===== config.mk =====
export PLATFORM = sky130hd
export DESIGN_NAME = pipelined_adder
export DESIGN_NICKNAME = d
export VERILOG_FILES = /design/src/rtl/pipelined_adder_pkg.sv /design/src/rtl/pipelined_adder_segment.sv /design/src/rtl/pipelined_adder.sv
export SDC_FILE = /design/constraint.sdc
export NUM_CORES = 1
export LEC_CHECK = 0
export CAP_MARGIN = 40
export CORE_MARGIN = 5
export CORE_UTILIZATION = 57
export CTS_BUF_LIST = sky130_fd_sc_hd__clkbuf_4 sky130_fd_sc_hd__clkbuf_8
export DETAILED_ROUTE_END_ITERATION = 8
export PLACE_DENSITY_LB_ADDON = 0.1
export SLEW_MARGIN = 25
export SYNTH_ARGS = -nofsm -noshare
export SYNTH_HDL_FRONTEND = slang
export SYNTH_SLANG_ARGS = --single-unit

===== constraint.sdc =====
create_clock -name clk -period 4.36 [get_ports clk]
set_input_delay 1.09 -clock clk [delete_from_list [all_inputs] [get_ports clk]]
set_output_delay 1.09 -clock clk [all_outputs]
set_load 0.1 [all_outputs]

===== src/rtl/pipelined_adder_pkg.sv =====
// Shared definitions for the segmented pipelined adder: the op encoding and
// the stage-count helper used to size and validate the pipeline.
package pipelined_adder_pkg;

   typedef enum logic {
      OP_ADD = 1'b0,
      OP_SUB = 1'b1
   } op_e;

   // Returns 0 for any illegal width combination so the top can reject it.
   function automatic int calc_num_seg(input int data_width, input int seg_width);
      if (seg_width < 1) return 0;
      if (data_width < seg_width) return 0;
      if ((data_width % seg_width) != 0) return 0;
      return data_width / seg_width;
   endfunction

endpackage


===== src/rtl/pipelined_adder_segment.sv =====
// adder_segment: combinational SEG_WIDTH-bit ripple-carry adder with carry
// in and carry out; one instance resolves one pipeline stage.
module adder_segment #(
   parameter int SEG_WIDTH = 8
) (
   input  logic [SEG_WIDTH-1:0] i_a,
   input  logic [SEG_WIDTH-1:0] i_b,
   input  logic                 i_cin,
   output logic [SEG_WIDTH-1:0] o_sum,
   output logic                 o_cout
);

   logic [SEG_WIDTH:0] w_carry;

   // NOTE: combinational logic uses blocking '=' so each bit sees the carry
   // computed for the bit below it within the same evaluation.
   always_comb begin
      // NOTE: every output gets a default first so no path leaves it unassigned
      // and no latch is inferred.
      w_carry    = '0;
      o_sum      = '0;
      w_carry[0] = i_cin;
      for (int i = 0; i < SEG_WIDTH; i++) begin
         o_sum[i]       = i_a[i] ^ i_b[i] ^ w_carry[i];
         w_carry[i+1]   = (i_a[i] & i_b[i]) | (w_carry[i] & (i_a[i] ^ i_b[i]));
      end
      o_cout = w_carry[SEG_WIDTH];
   end

endmodule


===== src/rtl/pipelined_adder.sv =====
// pipelined_adder: add/subtract resolved SEG_WIDTH bits per stage with a
// valid/ready pipeline that collapses bubbles. Optional macro
// PIPELINED_ADDER_OVF_EN adds a registered signed-overflow output ovf.
module pipelined_adder
   import pipelined_adder_pkg::*;
#(
   parameter int DATA_WIDTH = 32,
   parameter int SEG_WIDTH  = 8
) (
   input  logic                  clk,
   input  logic                  rst_n,
   input  logic                  in_valid,
   output logic                  in_ready,
   input  logic [DATA_WIDTH-1:0] a,
   input  logic [DATA_WIDTH-1:0] b,
   input  logic                  op,
   output logic                  out_valid,
   input  logic                  out_ready,
   output logic [DATA_WIDTH:0]   sum
`ifdef PIPELINED_ADDER_OVF_EN
   ,
   output logic                  ovf
`endif
);

   localparam int NUM_SEG_RAW = calc_num_seg(DATA_WIDTH, SEG_WIDTH);
   localparam int NUM_SEG     = (NUM_SEG_RAW < 1) ? 1 : NUM_SEG_RAW;

   if (NUM_SEG_RAW < 1) begin : g_bad_cfg
      $error("pipelined_adder: DATA_WIDTH must be a positive multiple of SEG_WIDTH");
   end

   // Per-stage registers. Operands are shifted right as they advance so every
   // stage consumes the low SEG_WIDTH bits; the result fills in place.
   logic [NUM_SEG-1:0]    r_vld;
   logic [NUM_SEG-1:0]    r_op;
   logic [NUM_SEG-1:0]    r_cy;
   logic [DATA_WIDTH-1:0] r_a   [NUM_SEG];
   logic [DATA_WIDTH-1:0] r_b   [NUM_SEG];
   logic [DATA_WIDTH-1:0] r_res [NUM_SEG];

   // Values presented to each stage's load port.
   logic [NUM_SEG-1:0]    w_load;
   logic [NUM_SEG-1:0]    w_src_vld;
   logic [NUM_SEG-1:0]    w_src_op;
   logic [NUM_SEG-1:0]    w_src_cin;
   logic [NUM_SEG-1:0]    w_seg_cout;
   logic [DATA_WIDTH-1:0] w_src_a     [NUM_SEG];
   logic [DATA_WIDTH-1:0] w_src_b     [NUM_SEG];
   logic [DATA_WIDTH-1:0] w_src_res   [NUM_SEG];
   logic [DATA_WIDTH-1:0] w_nxt_res   [NUM_SEG];
   logic [SEG_WIDTH-1:0]  w_seg_sum   [NUM_SEG];

   op_e w_op;
   assign w_op = op_e'(op);

   for (genvar k = 0; k < NUM_SEG; k++) begin : g_stage
      if (k == 0) begin : g_first
         assign w_src_vld[k] = in_valid;
         assign w_src_op[k]  = op;
         assign w_src_cin[k] = (w_op == OP_SUB);
         assign w_src_a[k]   = a;
         assign w_src_b[k]   = (w_op == OP_SUB) ? ~b : b;
         assign w_src_res[k] = '0;
      end else begin : g_next
         assign w_src_vld[k] = r_vld[k-1];
         assign w_src_op[k]  = r_op[k-1];
         assign w_src_cin[k] = r_cy[k-1];
         assign w_src_a[k]   = r_a[k-1];
         assign w_src_b[k]   = r_b[k-1];
         assign w_src_res[k] = r_res[k-1];
      end

      adder_segment #(
         .SEG_WIDTH (SEG_WIDTH)
      ) u_seg (
         .i_a    (w_src_a[k][SEG_WIDTH-1:0]),
         .i_b    (w_src_b[k][SEG_WIDTH-1:0]),
         .i_cin  (w_src_cin[k]),
         .o_sum  (w_seg_sum[k]),
         .o_cout (w_seg_cout[k])
      );

      // Slice k of the incoming result is still zero, so OR-ing places it.
      assign w_nxt_res[k] = w_src_res[k] | (DATA_WIDTH'(w_seg_sum[k]) << (k * SEG_WIDTH));
   end

   // A stage may load when it is empty or its successor is loading; an empty
   // stage anywhere downstream therefore lets the whole upstream advance.
   always_comb begin
      w_load            = '0;
      w_load[NUM_SEG-1] = !r_vld[NUM_SEG-1] || out_ready;
      for (int k = NUM_SEG - 2; k >= 0; k--) begin
         w_load[k] = !r_vld[k] || w_load[k+1];
      end
   end

   // NOTE: sequential state uses non-blocking '<=' so every stage samples its
   // predecessor's value from before the clock edge.
   always_ff @(posedge clk or negedge rst_n) begin
      if (!rst_n) begin
         r_vld <= '0;
         r_op  <= '0;
         r_cy  <= '0;
         // NOTE: the stage arrays are ordinary flops, not RAM, so they are
         // cleared explicitly; this keeps sum at zero during reset.
         for (int k = 0; k < NUM_SEG; k++) begin
            r_a[k]   <= '0;
            r_b[k]   <= '0;
            r_res[k] <= '0;
         end
      end else begin
         for (int k = 0; k < NUM_SEG; k++) begin
            if (w_load[k]) begin
               r_vld[k] <= w_src_vld[k];
               r_op[k]  <= w_src_op[k];
               r_cy[k]  <= w_seg_cout[k];
               r_a[k]   <= w_src_a[k] >> SEG_WIDTH;
               r_b[k]   <= w_src_b[k] >> SEG_WIDTH;
               r_res[k] <= w_nxt_res[k];
            end
         end
      end
   end

   // The op bit and the final stage's drained operand registers have no
   // consumer; fold them into a sink.
   logic w_unused;
   assign w_unused = ^{r_op, r_a[NUM_SEG-1], r_b[NUM_SEG-1]};

   assign in_ready  = w_load[0];
   assign out_valid = r_vld[NUM_SEG-1];
   assign sum       = {r_cy[NUM_SEG-1], r_res[NUM_SEG-1]};

`ifdef PIPELINED_ADDER_OVF_EN
   // Signed overflow: operands (b already inverted for subtract) share a sign
   // that differs from the result's sign.
   logic r_ovf;
   logic w_ovf_nxt;

   assign w_ovf_nxt = (w_src_a[NUM_SEG-1][SEG_WIDTH-1] == w_src_b[NUM_SEG-1][SEG_WIDTH-1]) &&
                      (w_seg_sum[NUM_SEG-1][SEG_WIDTH-1] != w_src_a[NUM_SEG-1][SEG_WIDTH-1]);

   always_ff @(posedge clk or negedge rst_n) begin
      if (!rst_n) begin
         r_ovf <= 1'b0;
      end else if (w_load[NUM_SEG-1]) begin
         r_ovf <= w_ovf_nxt;
      end
   end

   assign ovf = r_ovf;
`endif

endmodule


==> run metrics <==
minimum clock period 4.25 ns; Design Area, Final 10,100 um2; Cells after DPL slightly above 800; DR vias/cell roughly 5.1; largest net degree at the start of global routing 69; detailed-route via count 4,369; root buf cell clkbuf_8; worst-path maximum fanout 2; WP data required 4.71 ns; nets 759; FP Rows 43; status finished, final reports clean; Worst Hold Class flip-flop to flip-flop; max-slew violations 0; CTS H-tree lvls 4; Period Utilization, post-route 97.5%; CTS tree yes; Syn Nets 645; total clock sinks 184; HPWL Detailed 10,000 um; post-synthesis sequential area ratio 57.1%; final wirelength between 10,000 and 15,000 um; RSZ-0062 raised after global routing no; Max Freq 235 MHz; DR WL/cell 17.4 um; cts repair resizes 0; Initial Util 58.1%; die height approximately 130 um; LEAKAGE 4.40 nW; Ports about 100; Syn-to-layout area delta 25.9%; DRT antenna net count 0; DRC Markers 0; initial antenna violation count 0; # Max-Cap Violations 0; Clk pin slew, worst setup/hold paths ~0.10 ns; Post-Syn Instances 545; final hold violations 0; placed inst area 9660 um2; Finished Layout Cells 852; die width 129 um; CP Launch Type input port; number of synthesized register bits 184; PD cells 678 nW/um2; synth warn 0; kind of critical path input port to flip-flop; Setup Viol. Count Final 0; crit end category flip-flop; worst reg2reg startpoint r_cy[2]; peak supply drop between 600 and 700 uV; total global-route track usage 19.6%; cell mode on critical path fa_2; Avg Inst Size Synth 14.8 um2; WP data arrival around 4.6 ns; vias in the first global route 4,978; GPL Wtd Cong 0.723; critical-path cell list clkdlybuf4s50_1 > mux2_4 > fa_2 > inv_1 > fa_2 > fa_2 > fa_2 > fa_2 > fa_1 > inv_1 > fa_1 > mux2_2; share of cells above drive strength 1 between 30% and 40%; cts hold-fix bufs 0; insertion delay to the later sink of the worst-skew pair 0.46 ns; grt total ovfl 0; I/O Buffers 103; Post-CTS Setup Repair Bufs 0; CTS Buf Count 17; drt pass-1 iters 4; CP max stage cell clkdlybuf4s50_1; min-delay src r_b[111]; Rel. slew slack 55.1%; Ant. Diodes 0; area of the core 13,900 um2; max incr delay on CP 0.48 ns; Longest Clk Path Bufs 2; worst slew pin tran 0.674 ns; Mapped Area 8060 um2; Iter 0 DRT Violations around 220; clk_skew between 0.015 and 0.02 ns; first-pass GRT wire length between 20,000 and 25,000 um; Critical Path Start a[0]; DIE AREA 16,600 um2; post-layout util 73.1%; Netlist cell types 21
[cell families after synthesis]
group | Yosys count | share of synthesized area (%)
adder cells (fa/ha/maj) | 31 | 7.70
AO/OA/AOI/OAI | 17 | 1.06
multiplexers | 164 | 22.8
AND/OR/NAND/NOR | 26 | 1.66
XOR/XNOR | 32 | 3.48
flip-flops | 184 | 57.1
buffers and inverters | 91 | 6.18
[sequential cells by signal, summed over array words and instances, names as in the netlist]
signal  cells
sum        32
r_a        48
r_cy        4
r_b        48
r_vld       4
r_res      48
[worst max-delay path: cells and delay by family]
family	cells	cell delay [ns]
buf+inv	3	0.61
fa+ha+maj	7	2.48
mux	2	0.42
[cells in the mapped netlist]
library cell / n / share of area [%]
buf_6: 1 / 0.14
inv_1: 34 / 1.6
dfrtp_1: 184 / 57
fa_1: 31 / 7.7
buf_4: 33 / 3.1
mux2i_1: 7 / 0.87
nand3b_4: 1 / 0.25
nor2_1: 9 / 0.42
xnor2_1: 7 / 0.76
xor2_1: 25 / 2.7
nand4b_1: 1 / 0.11
o21ai_0: 8 / 0.50
buf_2: 20 / 1.2
nand2_1: 9 / 0.42
nand2b_1: 4 / 0.31
a21oi_1: 9 / 0.56
clkbuf_1: 3 / 0.14
nor2_2: 1 / 0.078
mux2_1: 1 / 0.14
or2_2: 1 / 0.078
mux2_2: 156 / 22
[worst paths after layout]
kind	end	slack [ns]	cells past startpoint
setup reg to reg	sum[31]	0.22	12
hold reg to reg	r_b[71]	0.47	2
min in group asynchronous	r_res[36]	0.61	1
setup / recovery	r_res[103]	0.11	12
max in group asynchronous	r_b[106]	2.91	2
hold / removal	r_b[71]	0.47	2
[power breakdown]
group	switching [mW]	internal, mW
logic	1.77	1.31
registers	0.290	2.22
clock network	0.587	0.700
total	2.65	4.23
[metal layers]
layer	vias to the layer above	GRT usage (%)	wire [um]	part of all wire (%)
met1	2288	25.4	6420	43
met5	-	0	0	0
met3	20	4.36	510	3.4
met2	75	33.1	7690	52
li1	1986	-	-	-
met4	0	6.36	231	1.6
[metrics by stage]
stage	TNS, ns	power (mW)	hold slack (ns)	setup WS [ns]
4_1_cts	0	6.95	0.477	0.0682
2_1_floorplan	-0.102	4.62	0.435	-0.102
3_5_place_dp	-0.479	5.65	0.460	-0.463
6_report	0	6.88	0.470	0.110
3_3_place_gp	-0.413	5.00	0.452	-0.413
5_1_grt	0	7.23	0.495	0.00310
[area by class of cell]
class | count | area (um2)
flip-flops and latches | 184 | 4600
fillers | 889 | 3730
multi-input cells | 270 | 3000
repair buffers | 152 | 1740
clock buffers | 19 | 255
well taps | 180 | 225
clock inverters | 13 | 201
inverters | 34 | 128
[layout by cell type (no fill, tap or decap), types with 5 or more instances in the layout]
cell type        instances
dfrtp_1                184
mux2_2                 155
clkdlybuf4s50_1         98
inv_1                   34
buf_8                   32
xor2_1                  24
fa_1                    23
clkbuf_8                19
buf_4                   12
nand2_1                  9
nor2_1                   9
a21oi_1                  9
o21ai_0                  8
fa_2                     8
xnor2_1                  7
mux2i_1                  7
bufinv_16                5
Note: power is estimated with default switching activity, not from simulation.
==> RTL change 1: new RTL, same flow settings <==
Build with the macro `PIPELINED_ADDER_OVF_EN` defined.
--- a/src/rtl/pipelined_adder.sv
+++ b/src/rtl/pipelined_adder.sv
@@ -2,4 +2,6 @@
 // valid/ready pipeline that collapses bubbles. Optional macro
 // PIPELINED_ADDER_OVF_EN adds a registered signed-overflow output ovf.
+`define PIPELINED_ADDER_OVF_EN
+
 module pipelined_adder
    import pipelined_adder_pkg::*;
Behaviour (old outputs only; new: ovf): same outputs for any inputs over 4 cycles, from zero or initial values and one cycle with rst_n low; that may be too few to reach the edited logic, so the function may still have changed.
==> RTL change 1 against the original RTL <==
- total power increased by 0.23%
- critical path depth unchanged
- die area increased by 0.67%
- largest power group unchanged
- setup slack improved by 39 ps
- global-route usage decreased by 0.37 points
- area after synthesis increased by 0.73%
- cell count increased by 0.70%
- count of clock-buffer cells in the layout increased by 6
- maximum frequency increased by 0.94%
- wire length decreased by 2.9%
- critical endpoint unchanged
- design area increased by 0.34%
- core utilization about the same
- critical path type unchanged
- sequential cell count increased by 1
==> RTL change 1: results (changes against the original RTL) <==
<table>
<tr><th>Metric</th><th>Value</th></tr>
<tr><th colspan="2">Run status</th></tr>
<tr><td>Run status</td><td>finished clean</td></tr>
<tr><th colspan="2">Global route</th></tr>
<tr><td>Pin count of the biggest net entering global routing</td><td>97 (+41%)</td></tr>
<tr><td>GRT Overall Usage</td><td>19.25% (-0.37 points)</td></tr>
<tr><td>Wire length of the first global-routing pass</td><td>24850 um (-0.58%)</td></tr>
<tr><td>Vias in the first global route</td><td>4959 (-0.38%)</td></tr>
<tr><th colspan="2">Worst hold path</th></tr>
<tr><td>Tightest Hold Check Type</td><td>in2async</td></tr>
<tr><th colspan="2">STA</th></tr>
<tr><td>Slew at the pin closest to its max-slew limit</td><td>658.2 ps (-15.68 ps)</td></tr>
<tr><td>Final critical-path share of the clock period</td><td>96.57% (-0.90 points)</td></tr>
<tr><td>Clock skew after layout</td><td>12.74 ps (-2.439 ps)</td></tr>
<tr><th colspan="2">Place</th></tr>
<tr><td>DP Cell Count</td><td>824 (+0.61%)</td></tr>
<tr><td>Post-placement cell area</td><td>0.009679 mm2 (+0.25%)</td></tr>
<tr><td>Number of input and output port buffers inserted</td><td>104 (+0.97%)</td></tr>
<tr><td>Worst-case setup slack after placement</td><td>-324.6 ps (+138.5 ps)</td></tr>
<tr><th colspan="2">Power</th></tr>
<tr><td>Maximum vdd drop</td><td>0.0005891 V (-2.4%)</td></tr>
<tr><th colspan="2">Yosys</th></tr>
<tr><td>Library cells used by synthesis</td><td>23 (+9.5%)</td></tr>
<tr><td>Share of the yosys chip area belonging to registers</td><td>57.02% (-0.11 points)</td></tr>
<tr><td>Synthesized netlist net count</td><td>651 (+0.93%)</td></tr>
<tr><td>Cell types occupying the most area after synthesis</td><td>sky130_fd_sc_hd__dfrtp_1 (57%), sky130_fd_sc_hd__mux2_2 (22%), sky130_fd_sc_hd__fa_1 (7.6%)</td></tr>
<tr><td>Post-synthesis average cell area</td><td>14.76 um2 (-0.19%)</td></tr>
<tr><td>Most numerous cell types in the synthesized netlist</td><td>sky130_fd_sc_hd__dfrtp_1 (185), sky130_fd_sc_hd__mux2_2 (156), sky130_fd_sc_hd__inv_1 (34), sky130_fd_sc_hd__buf_4 (33), sky130_fd_sc_hd__fa_1 (31)</td></tr>
<tr><th colspan="2">Routing</th></tr>
<tr><td>DRT iter0 DRCs</td><td>153 (-31%)</td></tr>
<tr><td>Post-Route WL</td><td>14420 um (-2.9%)</td></tr>
<tr><td>Routed via count divided by cell count</td><td>5.045 (-1.6%)</td></tr>
<tr><th colspan="2">Finish</th></tr>
<tr><td>Final layout net count</td><td>766 (+0.92%)</td></tr>
<tr><td>Fraction of layout instances using a drive strength above 1</td><td>36.58% (-1.1 points)</td></tr>
<tr><th colspan="2">Critical path</th></tr>
<tr><td>Reg-to-Reg Start</td><td>r_cy[1]$_DFFE_PN0P_</td></tr>
<tr><td>R2R Path End</td><td>r_res[55]$_DFFE_PN0P_</td></tr>
<tr><td>Maximum fanout along the worst path</td><td>1 (-1)</td></tr>
</table>
[RTL change 1: layer usage]
layer / wire (um) / global-route usage [%] / up-vias
met5: 0 / 0 / -
met4: 183 / 6.115 / 0
met3: 452 / 3.875 / 16
met2: 7589 / 32.74 / 74
met1: 6194 / 25.10 / 2236
li1: - / - / 2003
[RTL change 1: worst min path at each step]
stage                                       to  cells after the start
after global placement    r_vld[1]$_DFFE_PN0P_                      1
after CTS                 r_vld[1]$_DFFE_PN0P_                      1
after floorplan           r_vld[1]$_DFFE_PN0P_                      1
final                       sum[5]$_DFFE_PN0P_                      1
after detailed placement  r_vld[1]$_DFFE_PN0P_                      1
after global routing        sum[5]$_DFFE_PN0P_                      1
[RTL change 1: power breakdown]
| group | leakage, uW | total (uW) | switching, uW | internal, uW |
|---|---|---|---|---|
| combinational | 0.00203 | 3100 | 1800 | 1310 |
| sequential | 0.00215 | 2530 | 294 | 2230 |
| clock | 0.000234 | 1270 | 556 | 711 |
[RTL change 1: final cells by class]
cell class | count | area (um2) | share of cell area [%]
Tap cell | 180 | 225.2 | 2.212
Multi-Input combinational cell | 274 | 3019 | 29.65
Timing Repair Buffer | 153 | 1725 | 16.94
Clock buffer | 25 | 319.1 | 3.133
Clock inverter | 7 | 137.6 | 1.352
Inverter | 34 | 127.6 | 1.253
Sequential cell | 185 | 4629 | 45.46
[RTL change 1: logic make-up (layout without fill, tap and decap cells)]
group	count (synthesis)	in the layout	synth area share, %
compound gates	19	19	1.202
xor+xnor	33	33	3.560
fa+ha+maj	32	32	7.798
buf+inv	91	219	6.133
flops	185	185	57.02
mux	164	164	22.64
simple gates	26	26	1.649
==> RTL change 2: new RTL, config.mk and constraints unchanged <==
Without the edit above. `DATA_WIDTH`: 32 -> 64.
--- a/src/rtl/pipelined_adder.sv
+++ b/src/rtl/pipelined_adder.sv
@@ -5,5 +5,5 @@
    import pipelined_adder_pkg::*;
 #(
-   parameter int DATA_WIDTH = 32,
+   parameter int DATA_WIDTH = 64,
    parameter int SEG_WIDTH  = 8
 ) (
Interface: changed (resized a, b and sum); port bits go from 104 to 200. The function was not compared with the original's and may differ.
==> RTL change 2 against the original RTL <==
- setup slack improved by 150 ps
- sequential cell count rose by 568
- global-route usage rose by 1.9 points
- combinational power rose to 2.8 times the old value
- clock power rose to 4.9 times the old value
- hold slack got worse by 47 ps
- clock skew rose by 0.60 ps
- maximum frequency rose by 3.7%
- area after synthesis rose to 3.8 times the old value
- design area rose to 3.6 times the old value
- total power rose to 3.8 times the old value
- wire length rose to 4.0 times the old value
==> RTL change 2: results (changes against the original RTL) <==
<table>
<tr><th>Metric</th><th>Value</th></tr>
<tr><th colspan="2">Finish</th></tr>
<tr><td>Total inserted antenna cells</td><td>1 (+1)</td></tr>
<tr><td>Sequential share of cell area</td><td>51.44% (+6.1 points)</td></tr>
<tr><td>Filler Cells Inserted</td><td>3612 (+310%)</td></tr>
<tr><td>Non-clock buffer area fraction after layout</td><td>10.13% (-7.0 points)</td></tr>
<tr><td>Layout Cells excl Fill</td><td>3116 (+270%)</td></tr>
<tr><td>Multi-input combinational cell count</td><td>1080 (+300%)</td></tr>
<tr><td>Combined area of the multi-input logic cells</td><td>0.01037 mm2 (+250%)</td></tr>
<tr><th colspan="2">Yosys</th></tr>
<tr><td>Share of synthesized area spent on multiplexers</td><td>23.49% (+0.68 points)</td></tr>
<tr><td>Share of the yosys chip area belonging to registers</td><td>61.92% (+4.8 points)</td></tr>
<tr><td>Xor/xnor cell area share of the yosys netlist</td><td>1.844% (-1.6 points)</td></tr>
<tr><td>Register bit total from synthesis</td><td>752 (+310%)</td></tr>
<tr><th colspan="2">Place</th></tr>
<tr><td>Worst-case setup slack after placement</td><td>-485.5 ps (-22.37 ps)</td></tr>
<tr><td>Half-perimeter wire length after placement</td><td>37950 um (+280%)</td></tr>
<tr><th colspan="2">Clock network</th></tr>
<tr><td>Num CTS Buffers</td><td>116 (+99)</td></tr>
<tr><td>Insertion delay to the later sink of the worst-skew pair</td><td>700 ps (+240 ps)</td></tr>
<tr><th colspan="2">Critical path</th></tr>
<tr><td>Timing startpoint of the critical path</td><td>b[1]</td></tr>
<tr><td>Maximum fanout along the worst path</td><td>1 (-1)</td></tr>
<tr><td>R2R Path End</td><td>sum[63]$_DFFE_PN0P_</td></tr>
<tr><td>Termination of the worst setup path</td><td>r_res[455]$_DFFE_PN0P_</td></tr>
<tr><th colspan="2">Routing</th></tr>
<tr><td>DRT iter0 DRCs</td><td>725 (+230%)</td></tr>
<tr><th colspan="2">Global route</th></tr>
<tr><td>Wire length of the first global-routing pass</td><td>99190 um (+300%)</td></tr>
<tr><th colspan="2">Run status</th></tr>
<tr><td>Run status</td><td>finished clean</td></tr>
<tr><th colspan="2">Power</th></tr>
<tr><td>Clock power share</td><td>24.3% (+5.6 points)</td></tr>
<tr><td>Internal power consumption</td><td>17000 uW (+300%)</td></tr>
<tr><th colspan="2">STA</th></tr>
<tr><td>Clock skew after layout</td><td>15.78 ps (+0.6020 ps)</td></tr>
<tr><th colspan="2">Worst hold path</th></tr>
<tr><td>Tightest Hold Check Type</td><td>in2async</td></tr>
</table>
RTL change 2: cell count changes after synthesis, sizes merged, moves of 31 or more:
cell	before	now
mux2	157	625
buf	54	135
xor2	25	57
inv	34	65
dfrtp	184	752
nand2	9	237
fa	31	63
RTL change 2: metal layers:
metal	global-route usage [%]	up-vias
met5	0	-
met4	5.078	2
met3	4.479	92
met2	34.24	260
met1	31.16	8536
li1	-	7416
RTL change 2: critical path, stage by stage:
cell,delay (ps)
sky130_fd_sc_hd__clkdlybuf4s50_1,470
sky130_fd_sc_hd__xor2_1,190
sky130_fd_sc_hd__fa_1,200
sky130_fd_sc_hd__inv_1,60
sky130_fd_sc_hd__fa_2,370
sky130_fd_sc_hd__fa_2,390
sky130_fd_sc_hd__fa_2,380
sky130_fd_sc_hd__fa_2,380
sky130_fd_sc_hd__fa_1,390
sky130_fd_sc_hd__inv_1,80
sky130_fd_sc_hd__fa_1,410
sky130_fd_sc_hd__mux2_2,270
